[config.mk]
export PLATFORM = sky130hd
export DESIGN_NAME = multimode_wave_generator
export DESIGN_NICKNAME = d
export VERILOG_FILES = /design/src/rtl/multimode_wave_generator.sv
export SDC_FILE = /design/constraint.sdc
export NUM_CORES = 1
export LEC_CHECK = 0
export CAP_MARGIN = 20
export CORE_MARGIN = 1.5
export CORE_UTILIZATION = 55
export DETAILED_ROUTE_END_ITERATION = 8
export DONT_BUFFER_PORTS = 1
export PLACE_DENSITY = 0.72
export SLEW_MARGIN = 5
export SYNTH_ARGS = -nofsm -noshare
export SYNTH_HDL_FRONTEND = slang
export SYNTH_SLANG_ARGS = --single-unit
[constraint.sdc]
create_clock -name clk -period 5 [get_ports clk]
set_input_delay 0.25 -clock clk [delete_from_list [all_inputs] [get_ports clk]]
set_output_delay 0.25 -clock clk [all_outputs]
set_load 0.005 [all_outputs]
[src/rtl/multimode_wave_generator.sv]
// ---------------------------------------------------------------------------
// multimode_wave_generator: tick-divided triangle / saw / square sample source
// Rev 1.0
// ---------------------------------------------------------------------------
`default_nettype none

module multimode_wave_generator #(
  parameter int WIDTH       = 16,
  parameter int DIV_WIDTH   = 16,
  parameter int DEFAULT_INC = 256,
  parameter int DEFAULT_DIV = 0
) (
  input  logic                    clk,
  input  logic                    reset,
  input  logic                    enable,
  input  logic                    cfg_load,
  input  logic [1:0]              cfg_mode,
  input  logic [DIV_WIDTH-1:0]    cfg_div,
  input  logic [WIDTH-1:0]        cfg_inc,
  output logic signed [WIDTH-1:0] wave_out,
  output logic                    valid,
  output logic                    period_start,
  output logic                    cfg_pending
);

  typedef enum logic [1:0] {
    MODE_TRI    = 2'b00,
    MODE_SAWUP  = 2'b01,
    MODE_SQUARE = 2'b10,
    MODE_SAWDN  = 2'b11
  } mode_e;

  localparam logic signed [WIDTH:0]   C_MAX_X = {2'b00, {(WIDTH-1){1'b1}}};
  localparam logic signed [WIDTH:0]   C_MIN_X = {2'b11, {(WIDTH-1){1'b0}}};
  localparam logic signed [WIDTH-1:0] C_MAX   = C_MAX_X[WIDTH-1:0];
  localparam logic signed [WIDTH-1:0] C_MIN   = C_MIN_X[WIDTH-1:0];

  mode_e                    mode_q, mode_d, pmode_q, pmode_d;
  logic [DIV_WIDTH-1:0]     div_q, div_d, pdiv_q, pdiv_d, cnt_q, cnt_d;
  logic [WIDTH-1:0]         inc_q, inc_d, pinc_q, pinc_d;
  logic signed [WIDTH-1:0]  acc_q, acc_d, wave_q, wave_d;
  logic                     dir_q, dir_d, pend_q, pend_d;
  logic                     valid_q, valid_d, pstart_q, pstart_d;

  logic [WIDTH-1:0]         inc_eff;
  logic signed [WIDTH:0]    inc_x, acc_x, up_lim, dn_lim;
  logic                     over_up, under_dn;
  logic signed [WIDTH-1:0]  acc_inc, acc_dec, step_acc, step_wave, start_val;
  logic                     step_dir, step_wrap, tick, apply;

  // Limits are evaluated one bit wider so MAX-inc / MIN+inc cannot wrap.
  assign inc_eff  = (inc_q == '0) ? WIDTH'(1) : inc_q;
  assign inc_x    = $signed({1'b0, inc_eff});
  assign acc_x    = {acc_q[WIDTH-1], acc_q};
  assign up_lim   = C_MAX_X - inc_x;
  assign dn_lim   = C_MIN_X + inc_x;
  assign over_up  = acc_x > up_lim;
  assign under_dn = acc_x < dn_lim;
  assign acc_inc  = acc_q + inc_eff;
  assign acc_dec  = acc_q - inc_eff;

  always_comb begin
    step_acc  = acc_q;
    step_dir  = dir_q;
    step_wrap = 1'b0;
    unique case (mode_q)
      MODE_TRI: begin
        if (!dir_q) begin
          if (over_up) begin
            step_acc = C_MAX;
            step_dir = 1'b1;
          end else begin
            step_acc = acc_inc;
          end
        end else if (under_dn) begin
          step_acc  = C_MIN;
          step_dir  = 1'b0;
          step_wrap = 1'b1;
        end else begin
          step_acc = acc_dec;
        end
      end
      MODE_SAWUP, MODE_SQUARE: begin
        if (over_up) begin
          step_acc  = C_MIN;
          step_wrap = 1'b1;
        end else begin
          step_acc = acc_inc;
        end
      end
      MODE_SAWDN: begin
        if (under_dn) begin
          step_acc  = C_MAX;
          step_wrap = 1'b1;
        end else begin
          step_acc = acc_dec;
        end
      end
      default: ;
    endcase
    step_wave = (mode_q == MODE_SQUARE) ? (step_acc[WIDTH-1] ? C_MIN : C_MAX) : step_acc;
  end

  // A pending config only lands at a period boundary, or at once while frozen.
  assign start_val = (pmode_q == MODE_SAWDN) ? C_MAX : C_MIN;
  assign tick      = enable && (cnt_q == div_q);
  assign apply     = pend_q && (enable ? (tick && step_wrap) : 1'b1);

  always_comb begin
    mode_d   = mode_q;
    div_d    = div_q;
    inc_d    = inc_q;
    pmode_d  = pmode_q;
    pdiv_d   = pdiv_q;
    pinc_d   = pinc_q;
    pend_d   = pend_q;
    acc_d    = acc_q;
    dir_d    = dir_q;
    cnt_d    = cnt_q;
    wave_d   = wave_q;
    valid_d  = 1'b0;
    pstart_d = 1'b0;
    if (enable && !tick) begin
      cnt_d = cnt_q + DIV_WIDTH'(1);
    end
    if (apply) begin
      mode_d   = pmode_q;
      div_d    = pdiv_q;
      inc_d    = pinc_q;
      acc_d    = start_val;
      wave_d   = start_val;
      dir_d    = 1'b0;
      cnt_d    = '0;
      valid_d  = enable;
      pstart_d = enable;
      pend_d   = 1'b0;
    end else if (tick) begin
      acc_d    = step_acc;
      dir_d    = step_dir;
      wave_d   = step_wave;
      cnt_d    = '0;
      valid_d  = 1'b1;
      pstart_d = step_wrap;
    end
    if (cfg_load) begin
      pmode_d = mode_e'(cfg_mode);
      pdiv_d  = cfg_div;
      pinc_d  = cfg_inc;
      pend_d  = 1'b1;
    end
  end

  always_ff @(posedge clk) begin
    if (reset) begin
      mode_q   <= MODE_TRI;
      div_q    <= DIV_WIDTH'(DEFAULT_DIV);
      inc_q    <= WIDTH'(DEFAULT_INC);
      pmode_q  <= MODE_TRI;
      pdiv_q   <= '0;
      pinc_q   <= '0;
      pend_q   <= 1'b0;
      acc_q    <= C_MIN;
      dir_q    <= 1'b0;
      cnt_q    <= '0;
      wave_q   <= C_MIN;
      valid_q  <= 1'b0;
      pstart_q <= 1'b0;
    end else begin
      mode_q   <= mode_d;
      div_q    <= div_d;
      inc_q    <= inc_d;
      pmode_q  <= pmode_d;
      pdiv_q   <= pdiv_d;
      pinc_q   <= pinc_d;
      pend_q   <= pend_d;
      acc_q    <= acc_d;
      dir_q    <= dir_d;
      cnt_q    <= cnt_d;
      wave_q   <= wave_d;
      valid_q  <= valid_d;
      pstart_q <= pstart_d;
    end
  end

  assign wave_out     = wave_q;
  assign valid        = valid_q;
  assign period_start = pstart_q;
  assign cfg_pending  = pend_q;

endmodule

`default_nettype wire

---- Yosys cells after proc, flatten, opt, wreduce, memory -nomap -nowiden ----
Cells that the tools add are included.
word-level totals
  register bits after elaboration ......... 120
  bits of input ports ..................... 38
  output and inout port bits .............. 19
  word-level logic and storage cells ...... 65
cells by class
  add/subtract/negate cells ............... 5
  $lt $le $gt $ge ......................... 2
  eq/ne operators ......................... 5
  multiplexer cells ....................... 27
  reductions and logical operators ........ 13
operator list
  cell                                                 count
  2-to-1 mux 16 bit                                    13
  case mux 16 bit (3 select lines)                     1
  adder 16 x 17 -> 17 bit (first input constant)       1
  > comparator 16 x 17 -> 1 bit                        1
  less-than comparator 16 x 17 -> 1 bit                1
  subtractor 15 x 16 -> 17 bit (first input constant)  1
  adder 16 x 1 -> 16 bit (second input constant)       1
  adder 16 bit                                         1
  == test 16 bit                                       1
  logical NOT 16 bit                                   1
  subtractor 16 bit                                    1
  2-to-1 mux 1 bit                                     12
  == test 2 bit (second input constant)                3
  logical AND 1 bit                                    4
  nonzero test 2 bit                                   2
  OR reduction 2 bit                                   2
  case mux 1 bit (3 select lines)                      1
  OR reduction 3 bit                                   1
  == test 2 x 1 -> 1 bit (second input constant)       1
  logical NOT 2 bit                                    1
  AND reduction 2 bit                                  1
  logical NOT 1 bit                                    1

---- Logic depth before layout (Yosys ltp) ----
  word-level depth ........................ 12
  gate-level depth with buffers ........... 15

---- Worst setup path before layout ----
Ideal clock, no wire load.
  kind .................................... reg2reg
  start ................................... register inc_q[7]
  end ..................................... register wave_q[8], in the netlist wave_out[8]
  setup time .............................. 0.081 ns
  arrival ................................. 3.320 ns
  slack ................................... 1.600 ns
  stages on the path, launching flop included .. 15
  buffers on the path ..................... 0
  clock period less this slack ............ 3.400 ns
  cells stage by stage .................... dfxtp_1 > nor4_1 > a41o_1 > ha_1 > inv_1 > fa_1 > a211oi_1 > o21ai_0 > a2111oi_0 > nor3b_1 > nor2_1 > a2111oi_0 > nor4_1 > nand3b_1 > a211oi_2
on the way
  word-level cells in the longest chain between the ends .. 11
  elaborated cells on any way between the ends .. 26
  classes of those cells .................. 4 x add/sub; 2 x order compare; 16 x mux; 4 x reduce/logical
ends and longest elaborated chain
  element                                                                                        RTL line  text
  start: declaration                                                                             40        logic [WIDTH-1:0] inc_q, inc_d, pinc_q, pinc_d;
  start signal: assignment                                                                       157       inc_q <= WIDTH'(DEFAULT_INC);
  start signal: assignment                                                                       171       inc_q <= inc_d;
  logical NOT 16 bit                                                                             52        assign inc_eff = (inc_q == '0) ? WIDTH'(1) : inc_q;
  2-to-1 mux 16 bit (*)                                                                          52
  adder 16 x 17 -> 17 bit / subtractor 15 x 16 -> 17 bit (equally long branches)                 56, 55
  less-than comparator 16 x 17 -> 1 bit / > comparator 16 x 17 -> 1 bit (equally long branches)  58, 57
  2-to-1 mux 16 bit (tied with other cells)                                                      75        end else if (under_dn) begin
  2-to-1 mux 16 bit / 2-to-1 mux 1 bit (equally long branches)                                   68        if (!dir_q) begin
  case mux 16 bit (3 select lines) / case mux 1 bit (3 select lines) (equally long branches)     66        unique case (mode_q)
  2-to-1 mux 16 bit / logical AND 1 bit (equally long branches)                                  101, 107
  2-to-1 mux 16 bit / 2-to-1 mux 1 bit (equally long branches)                                   101, 107
  2-to-1 mux 16 bit / logical AND 1 bit (equally long branches)                                  137, 107
  2-to-1 mux 16 bit / nonzero test 2 bit (equally long branches)                                 -
  end signal: assignment                                                                         179       wave_q <= wave_d;
  end: declaration                                                                               41        logic signed [WIDTH-1:0] acc_q, acc_d, wave_q, wave_d;
Mark *: on every way between the ends. The rest lies on a longest branch, timed or not. The select of a mux whose other input is x is not followed.
A chain may end at the register's enable or synchronous reset.

---- Worst setup path in the final report ----
  start ................................... register inc_q[11]
  end ..................................... register acc_q[2]
on the way
  word-level cells in the longest chain between the ends .. 11
  elaborated cells on any way between the ends .. 24
  classes of those cells .................. 4 x add/sub; 2 x order compare; 14 x mux; 4 x reduce/logical
ends and longest elaborated chain
  element                                                         RTL line  text
  logical NOT 16 bit                                              52
  2-to-1 mux 16 bit (*)                                           52
  adder 16 x 17 -> 17 bit                                         56        assign dn_lim = C_MIN_X + inc_x;
  less-than comparator 16 x 17 -> 1 bit                           58        assign under_dn = acc_x < dn_lim;
  2-to-1 mux 1 bit                                                75, 92
  2-to-1 mux 1 bit                                                68
  case mux 1 bit (3 select lines)                                 66
  logical AND 1 bit                                               107       assign apply = pend_q && (enable ? (tick && step_wrap) : 1'b1);
  2-to-1 mux 1 bit                                                107
  logical AND 1 bit                                               107
  2-to-1 mux 16 bit / nonzero test 2 bit (equally long branches)  -
  end signal: assignment                                          162       acc_q <= C_MIN;
  end signal: assignment                                          176       acc_q <= acc_d;
  end: declaration                                                41
Marked as above.

==> flow_summary.toml <==
[status]
status = "finished, final reports clean"

[clock_tree]
cts-hold-fix-buffers = 38
numCtsBuffers = 17
clock_path_buffers = 2
cts_resized = 0
cts_sinks = 119
clkLatencyLatePin_ps = 430
postCtsSetupBuffers = 0
clk_pin_slew_ps = 60
root_buffer = "clkbuf_16"
cts_tree = "done"
htreeDepth = 4

[global_route]
grt_pass1_vias = 6437
antenna_found_initial = 0
grt_usage_pct = 31.29
grt_max_degree = 104
overflow = 0
grt_pass1_wl_um = 34740

[job]
maxCapViolations = 0

[layout]
utilization_pct = 63.53
diodes = 0
fin_area_mm2 = 0.008413
fin_nets = 986
areaGrowthSynthToFinish_pct = 13.12
n_fill_cell = 1128
drive_above_1_share_pct = 9.348
stdcell_count = 1096
final_common_cell = "dfxtp_1"
final_cell_mix = "dfxtp_1 (119), nand2_1 (108), nor2_1 (105), a21oi_1 (70), inv_1 (44)"

[timing]
max_slew_margin_pct = 26.52
fmax_ghz = 0.2353
finalSetupTns_ps = 0
rsz0062_at_grt = "no"
finalClockSkew_ps = 7.788
hold_viol_final = 0
fin_crit_sh_pct = 85.01
slew_viol_final = 0
tightest_slew_ps = 1100
setup-violations-final = 0
period_needed_ps = 4251

[die]
ios = 57
die_w_um = 119.3
initial_core_util_pct = 56.16
die_h_um = 119.3
dieArea_mm2 = 0.01423
core_mm2 = 0.01324
num_rows = 42

[setup_path]
r2r-start = "inc_q[11]"
timing.reg2reg.setup_slack_ps = 750
arrival_ps = 4580
r2r-end = "acc_q[2]"
path_max_fanout = 36
cp-startpoint = "inc_q[11]"
end_kind = "flip-flop"
rr_worst_depth = 12
worstSetupEndpoint = "acc_q[2]"
worstSetupPathType = "flip-flop to flip-flop"
cp.required_ps = 5330
cp-start-kind = "flip-flop"

[placed_design]
dp_cells = 1027
port-buffer-count = 0
gp_congestion = 0.9702
hpwl_um = 14600
dpl_cell_area_mm2 = 0.007388

[synthesis]
synthAdderAreaFrac_pct = 6.931
muxShareOfSynthArea_pct = 4.862
syn_area_mm2 = 0.007437
avgSynthCellArea_um2 = 8.128
ys_ff_latch = 119
async_flop_share_pct = 0
synth-xor-area-share_pct = 5.299
synthSimpleGateAreaFrac_pct = 20.86
yosysUniqueCellTypes = 79
netlist_instances = 915
synth_top_family_by_area = "compound AO/OA/AOI/OAI gates"
syn_nets = 993
synth_edf_count = 0
synth_compound_area_share_pct = 23.22
synth_top_flop_cell = "dfxtp_1"
yosysSeqAreaShare_pct = 32.03
ys.warnings.count = 0

[route]
route.vias.total = 6739
drt_pass1_iterations = 5
wirelength_um = 21570
remaining_drc_errors = 0
drt_iter0_markers = 472
via_per_inst = 6.149
ant_nets = 0
wire_per_inst_um = 19.68

[hold_path]
hp-class = "input pin to flip-flop"

[power_and_ir_drop]
power_density_mw_per_mm2 = 425.9
peakVddDrop_uv = 354.1
power.leakage_nw = 3.308
## power breakdown
part / total [mW] / internal, mW / switching [mW]
clock: 1.29 / 0.814 / 0.481
sequential: 1.11 / 1.03 / 0.0811
combinational: 1.18 / 0.423 / 0.756
## sequential cells by signal, summed over array words and instances, names as in the netlist
name	cells
acc_q	16
cnt_q	16
div_q	16
inc_q	16
pdiv_q	16
pinc_q	16
wave_out	15
mode_q	2
pmode_q	2
cfg_pending	1
dir_q	1
period_start	1
valid	1
## cell families after synthesis
logic type	count (synthesis)
adder cells (fa/ha/maj)	40
XOR/XNOR	45
AO/OA/AOI/OAI	227
buffers and inverters	119
multiplexers	36
AND/OR/NAND/NOR	329
flip-flops	119
## how the worst min path moves through the flow
stage                     slack, ps           to  cells past startpoint         from
final                            60   pdiv_q[12]                      2  cfg_div[12]
after global routing             50   pdiv_q[12]                      2  cfg_div[12]
after CTS                         3   pdiv_q[12]                      2  cfg_div[12]
after detailed placement        320  wave_out[7]                      1        reset
after global placement          320  wave_out[5]                      1        reset
after floorplan                 400    pdiv_q[0]                      2   cfg_div[0]
## routing by layer
layer	global-route usage [%]	up-vias	wire length, um
li1	-	3222	-
met1	39.40	3227	9202
met2	51.16	224	10100
met3	7.040	66	1376
met4	14.01	0	894
met5	0	-	0
## critical path, cell delays in order (launching register included)
cell and delay, ps:
dfxtp_1 370, inv_1 60, ha_1 490, nor4_4 500
nand3_2 190, nor4_1 520, mux2_2 330, a2111oi_4 80
o31ai_4 370, a21o_4 400, buf_4 440, nand3_1 140
a211oi_1 260
## cells in the mapped netlist, types with 6 or more instances
library cell	instances	area (um2)
or3_1	10	62.56
a211oi_1	19	142.6
o211ai_1	7	52.55
dfxtp_1	119	2382
clkbuf_1	50	187.7
nand3b_1	8	60.06
buf_2	14	70.07
ha_1	38	475.5
mux2i_1	35	350.3
a32oi_1	8	70.07
a211oi_2	22	275.3
nand3_1	32	160.2
nor2_1	105	394.1
xnor2_1	24	210.2
o21ai_0	29	145.1
nor3_1	14	70.07
inv_1	44	165.2
nand2_1	108	405.4
xor2_1	21	183.9
nor2b_1	6	37.54
a31oi_1	10	62.56
a21oi_1	70	350.3
nor4_1	11	68.82
nand4b_1	9	78.83
a21o_1	8	60.06
## metrics by stage
step | hold slack, ps | setup WS [ps] | power [mW]
floorplan | 397.2 | 1600 | 1.975
global placement | 323.9 | 927.9 | 2.225
detailed placement | 324.7 | 853.1 | 2.225
CTS | 3.365 | 797.2 | 3.561
global route | 52.64 | 435.5 | 3.740
finish | 64.50 | 749.4 | 3.583
## area by class of cell
cell class | count | area (um2) | share of cell area [%]
sequential | 119 | 2382 | 28.32
clock inverter | 12 | 163.9 | 1.948
multi-input combinational | 677 | 4549 | 54.07
tap | 176 | 220.2 | 2.617
timing repair buffer | 46 | 467.9 | 5.562
clock buffer | 19 | 452.9 | 5.384
inverter | 47 | 176.4 | 2.097
No activity file was read; power rests on OpenSTA's default activity.
